File: src/rtl/sram_port_arbiter_pkg.sv
// Shared encodings for the fetch/data SRAM port arbiter: FSM states,
// access sizes and transaction owner.
package sram_port_arbiter_pkg;

  localparam logic [1:0] ST_IDLE = 2'd0;
  localparam logic [1:0] ST_ADDR = 2'd1;
  localparam logic [1:0] ST_DATA = 2'd2;

  localparam logic [1:0] SIZE_BYTE = 2'd0;
  localparam logic [1:0] SIZE_HALF = 2'd1;
  localparam logic [1:0] SIZE_WORD = 2'd2;

  localparam logic OWNER_INST = 1'b0;
  localparam logic OWNER_DATA = 1'b1;

endpackage

File: src/rtl/sram_port_arbiter.sv
// Shares one SRAM-like port between instruction fetch and data access:
// one outstanding transaction, round-robin on conflict, flushed fetches dropped.
module sram_port_arbiter
  import sram_port_arbiter_pkg::*;
#(
  parameter int ADDR_W = 32,
  parameter int DATA_W = 32
) (
  input  logic                clk,
  input  logic                rst,
  input  logic                flush,
  input  logic                i_req,
  input  logic [ADDR_W-1:0]   i_addr,
  output logic                i_addr_ok,
  output logic                i_data_ok,
  output logic [DATA_W-1:0]   i_rdata,
  input  logic                d_req,
  input  logic                d_wr,
  input  logic [1:0]          d_size,
  input  logic [DATA_W/8-1:0] d_wstrb,
  input  logic [ADDR_W-1:0]   d_addr,
  input  logic [DATA_W-1:0]   d_wdata,
  output logic                d_addr_ok,
  output logic                d_data_ok,
  output logic [DATA_W-1:0]   d_rdata,
  output logic                m_req,
  output logic                m_wr,
  output logic [1:0]          m_size,
  output logic [DATA_W/8-1:0] m_wstrb,
  output logic [ADDR_W-1:0]   m_addr,
  output logic [DATA_W-1:0]   m_wdata,
  input  logic                m_addr_ok,
  input  logic                m_data_ok,
  input  logic [DATA_W-1:0]   m_rdata
);

  logic [1:0]          state_q, state_d;
  logic                owner_q, owner_d;
  logic                last_grant_q, last_grant_d;
  logic                discard_q, discard_d;
  logic                wr_q, wr_d;
  logic [1:0]          size_q, size_d;
  logic [DATA_W/8-1:0] wstrb_q, wstrb_d;
  logic [ADDR_W-1:0]   addr_q, addr_d;
  logic [DATA_W-1:0]   wdata_q, wdata_d;

  logic inst_cand;
  logic inst_dead;

  always_comb begin
    state_d      = state_q;
    owner_d      = owner_q;
    last_grant_d = last_grant_q;
    discard_d    = discard_q;
    wr_d         = wr_q;
    size_d       = size_q;
    wstrb_d      = wstrb_q;
    addr_d       = addr_q;
    wdata_d      = wdata_q;
    m_req        = 1'b0;
    i_addr_ok    = 1'b0;
    d_addr_ok    = 1'b0;
    i_data_ok    = 1'b0;
    d_data_ok    = 1'b0;
    // A flush in the current cycle kills the fetch just as a stored discard does.
    inst_cand    = i_req & ~flush;
    inst_dead    = discard_q | flush;

    case (state_q)
      ST_IDLE: begin
        if (d_req && (!inst_cand || last_grant_q == OWNER_INST)) begin
          owner_d      = OWNER_DATA;
          last_grant_d = OWNER_DATA;
          wr_d         = d_wr;
          size_d       = d_size;
          wstrb_d      = d_wstrb;
          addr_d       = d_addr;
          wdata_d      = d_wdata;
          state_d      = ST_ADDR;
        end else if (inst_cand) begin
          owner_d      = OWNER_INST;
          last_grant_d = OWNER_INST;
          wr_d         = 1'b0;
          size_d       = SIZE_WORD;
          wstrb_d      = '0;
          addr_d       = i_addr;
          wdata_d      = '0;
          state_d      = ST_ADDR;
        end
      end
      ST_ADDR: begin
        m_req = 1'b1;
        if (owner_q == OWNER_DATA) begin
          d_addr_ok = m_addr_ok;
        end else begin
          i_addr_ok = m_addr_ok & ~inst_dead;
          if (flush) discard_d = 1'b1;
        end
        if (m_addr_ok) state_d = ST_DATA;
      end
      ST_DATA: begin
        if (owner_q == OWNER_DATA) begin
          d_data_ok = m_data_ok;
        end else begin
          i_data_ok = m_data_ok & ~inst_dead;
          if (flush) discard_d = 1'b1;
        end
        if (m_data_ok) begin
          state_d   = ST_IDLE;
          discard_d = 1'b0;
        end
      end
      default: state_d = ST_IDLE;
    endcase
  end

  always_ff @(posedge clk or posedge rst) begin
    if (rst) begin
      state_q      <= ST_IDLE;
      owner_q      <= OWNER_INST;
      last_grant_q <= OWNER_INST;
      discard_q    <= 1'b0;
      wr_q         <= 1'b0;
      size_q       <= '0;
      wstrb_q      <= '0;
      addr_q       <= '0;
      wdata_q      <= '0;
    end else begin
      state_q      <= state_d;
      owner_q      <= owner_d;
      last_grant_q <= last_grant_d;
      discard_q    <= discard_d;
      wr_q         <= wr_d;
      size_q       <= size_d;
      wstrb_q      <= wstrb_d;
      addr_q       <= addr_d;
      wdata_q      <= wdata_d;
    end
  end

  assign m_wr    = wr_q;
  assign m_size  = size_q;
  assign m_wstrb = wstrb_q;
  assign m_addr  = addr_q;
  assign m_wdata = wdata_q;
  assign i_rdata = m_rdata;
  assign d_rdata = m_rdata;

endmodule

File: config.mk
export PLATFORM = sky130hd
export DESIGN_NAME = sram_port_arbiter
export DESIGN_NICKNAME = d
export VERILOG_FILES = /design/src/rtl/sram_port_arbiter_pkg.sv /design/src/rtl/sram_port_arbiter.sv
export SDC_FILE = /design/constraint.sdc
export NUM_CORES = 1
export LEC_CHECK = 0
export ABC_AREA = 0
export ABC_CLOCK_PERIOD_IN_PS = 5500
export CORE_ASPECT_RATIO = 1.2
export CORE_MARGIN = 10
export CORE_UTILIZATION = 39
export CTS_CLUSTER_SIZE = 28
export DETAILED_ROUTE_END_ITERATION = 16
export GPL_TIMING_DRIVEN = 0
export PLACE_DENSITY = 0.86
export SYNTH_ARGS = -nofsm -noshare
export SYNTH_HDL_FRONTEND = slang
export SYNTH_SLANG_ARGS = --single-unit
File: constraint.sdc
create_clock -name clk -period 5.5 [get_ports clk]
set_input_delay 0.55 -clock clk [delete_from_list [all_inputs] [get_ports clk]]
set_output_delay 0.55 -clock clk [all_outputs]
set_load 0.005 [all_outputs]
==> flow_metrics.tcl <==
set metrics [dict create \
    final_max_slew_viol_count 0 \
    fin_nets 813 \
    cp.required_ns 4.95 \
    arrival_ns 1.92 \
    grt_pass1_wl_mm 26.2 \
    worst_pin_slew_ns 0.492 \
    max_freq_mhz 404 \
    worstSetupEndpointType "output pin" \
    power_leakage_nw 3.18 \
    cpPeakStageDelay_ns 0.57 \
    drive_above_1_share_pct 20.0 \
    rsz0062_at_grt "no" \
    grt_max_degree 41 \
    routedWlPerCell_um 21.5 \
    numPortBuffers 249 \
    wl_met2_mm 8.63 \
    hpwlAfterDp_mm 14.1 \
    insertion_delay_ns 0.33 \
    status "completed" \
    cap_violations 0 \
    post-cts-setup-buffers 0 \
    drt_first_pass_iters 4 \
    dieArea_um2 15500 \
    dpl_cell_area_um2 6930 \
    cts_buffers 9 \
    htree_levels 3 \
    fin_tns_setup_ns 0 \
    cts_tree "yes" \
    design.core.area_um2 10600 \
    die_x_um 115 \
    final_area_um2 7230 \
    antenna_found_initial 0 \
    cpMaxStageDelayCell "clkdlybuf4s50_1" \
    wl_met1_mm 6.20 \
    viasPerCell 5.15 \
    drtIter0Drc 204 \
    first_global_vias 4674 \
    met3_length_mm 2.17 \
    holdWs_ns 0.506 \
    fin_crit_ns 2.47 \
    start_kind "register" \
    syn_nets 552 \
    period_share_pct 45.0 \
    ys_seq_area_share_pct 44.1 \
    postRouteAntennaNets 0 \
    synth.distinct_cells 29 \
    vdd_ir_drop_max_v 0.000161 \
    die_y_um 134 \
    hp-class "reg -> reg" \
    gp_routability_congestion 0.816 \
    initial_utilization_pct 40.2 \
    ctsHoldBuffers 0 \
    area_delta_synth_final_pct 70.1 \
    clkTransAtPathRegs_ns 0.06 \
    top_layer "met4" \
    final_cell_mix "clkdlybuf4s50_1 (249), dfrtp_1 (75), buf_4 (65)" \
    syn_avg_cell_area_um2 10.5 \
    layout_commonest_cell "clkdlybuf4s50_1" \
    num_rows 41 \
    hold_viol_final 0 \
    synth-seq-cells 75 \
    critPathKind "reg -> out" \
    routed_wl_mm 17.2 \
    num-fill-cells 761 \
    n_antenna_cell 0 \
    cts_max_path_buffers 2 \
    syn_area_um2 4250 \
    grt_overflow 0 \
    io_pins 282 \
    crit_fanout 4 \
    final_core_util_pct 68.4 \
    vias 4116 \
    yosysWarnings 0 \
    power_density_nw_per_um2 430 \
    drcViolationCount 0 \
    grtUsageTotal_pct 21.5 \
    finalClockSkew_ns 0.00593 \
    cts-root-buf "clkbuf_16" \
    cts_resized 0 \
    crit_chain "inv_1 -> ha_1 -> nand2_1 -> nor4_1 -> clkdlybuf4s50_1" \
    synthCells 405 \
    cts.sinks 75 \
    slew_headroom_pct 67.2 \
    setup_violations 0 \
]
[sequential cells by signal (all words and copies together) (netlist names)]
signal and cells:
m_wdata 32, last_grant_q 1, m_addr 32, state_q 2, m_size 2, m_wstrb 4, discard_q 1, m_wr 1
[worst paths after layout]
path	start	to	slack, ns	cells past startpoint
worst max-delay path	state_q[1]	i_addr_ok	3.03	5
worst max register to register	state_q[0]	m_wdata[16]	3.63	7
worst min register to register	m_wdata[21]	m_wdata[21]	0.51	1
min in group asynchronous	rst	m_wdata[19]	0.60	2
worst min-delay path	m_wdata[21]	m_wdata[21]	0.51	1
max in group asynchronous	rst	m_wdata[9]	4.32	3
[cell type report]
| class | count | area [um2] | area share (%) |
|---|---|---|---|
| repair buffers | 250 | 2510 | 34.7 |
| flip-flops and latches | 75 | 1880 | 25.9 |
| multi-input cells | 190 | 1550 | 21.5 |
| plain buffers | 100 | 672 | 9.29 |
| clock buffers | 11 | 243 | 3.36 |
| well taps | 129 | 161 | 2.23 |
| inverters | 40 | 153 | 2.11 |
| clock inverters | 5 | 61.3 | 0.848 |
[stage by stage]
stage                     setup WS (ns)  cells  power (mW)
after floorplan                    3.04    405        1.68
after global placement             1.77    783        2.47
after detailed placement           3.05    784        2.53
after CTS                          3.01    800        3.14
after global routing               2.89    800        3.30
final                              3.03    800        3.11
[synthesized netlist by cell type, drive strengths merged]
cell type	number	area (um2)
a22o	38	333
nor3	1	10.0
clkbuf	14	53.8
nor2	2	7.51
dfrtp	75	1880
nand2b	2	12.5
o311a	1	10.0
inv	40	150
a31oi	2	12.5
o21a	1	7.51
ha	5	62.6
a22oi	32	375
o221ai	1	8.76
nand2	34	128
o21ai	32	171
nor2b	1	6.26
a21o	1	7.51
and3b	1	8.76
nor4	2	12.5
buf	86	618
a2bb2oi	1	8.76
o221a	31	349
mux2	2	22.5
[cell families after synthesis]
logic type,count (synthesis),share of synthesized area (%)
multiplexers,2,0.530
flip-flops,75,44.1
adder cells (fa/ha/maj),5,1.47
AND/OR/NAND/NOR,43,4.35
AO/OA/AOI/OAI,140,30.2
buffers and inverters,140,19.3
[worst max-delay path: cells and delay by family, from the launching register on]
family	cells	cell delay, ns
adders and majority gates	1	0.22
buffers and inverters	2	0.70
DFF	1	0.40
and+or+nand+nor	2	0.27
[power breakdown]
| group | internal, mW | switching [mW] | total, mW |
|---|---|---|---|
| clock | 0.366 | 0.239 | 0.605 |
| sequential | 0.807 | 0.150 | 0.957 |
| combinational | 0.922 | 0.626 | 1.55 |
[routing by layer]
metal / global-route usage, % / vias up
met5: 0 / -
met4: 5.92 / 0
met3: 9.50 / 14
met2: 37.2 / 232
met1: 22.8 / 1970
li1: - / 1900
Note: power is estimated with default switching activity, not from simulation.
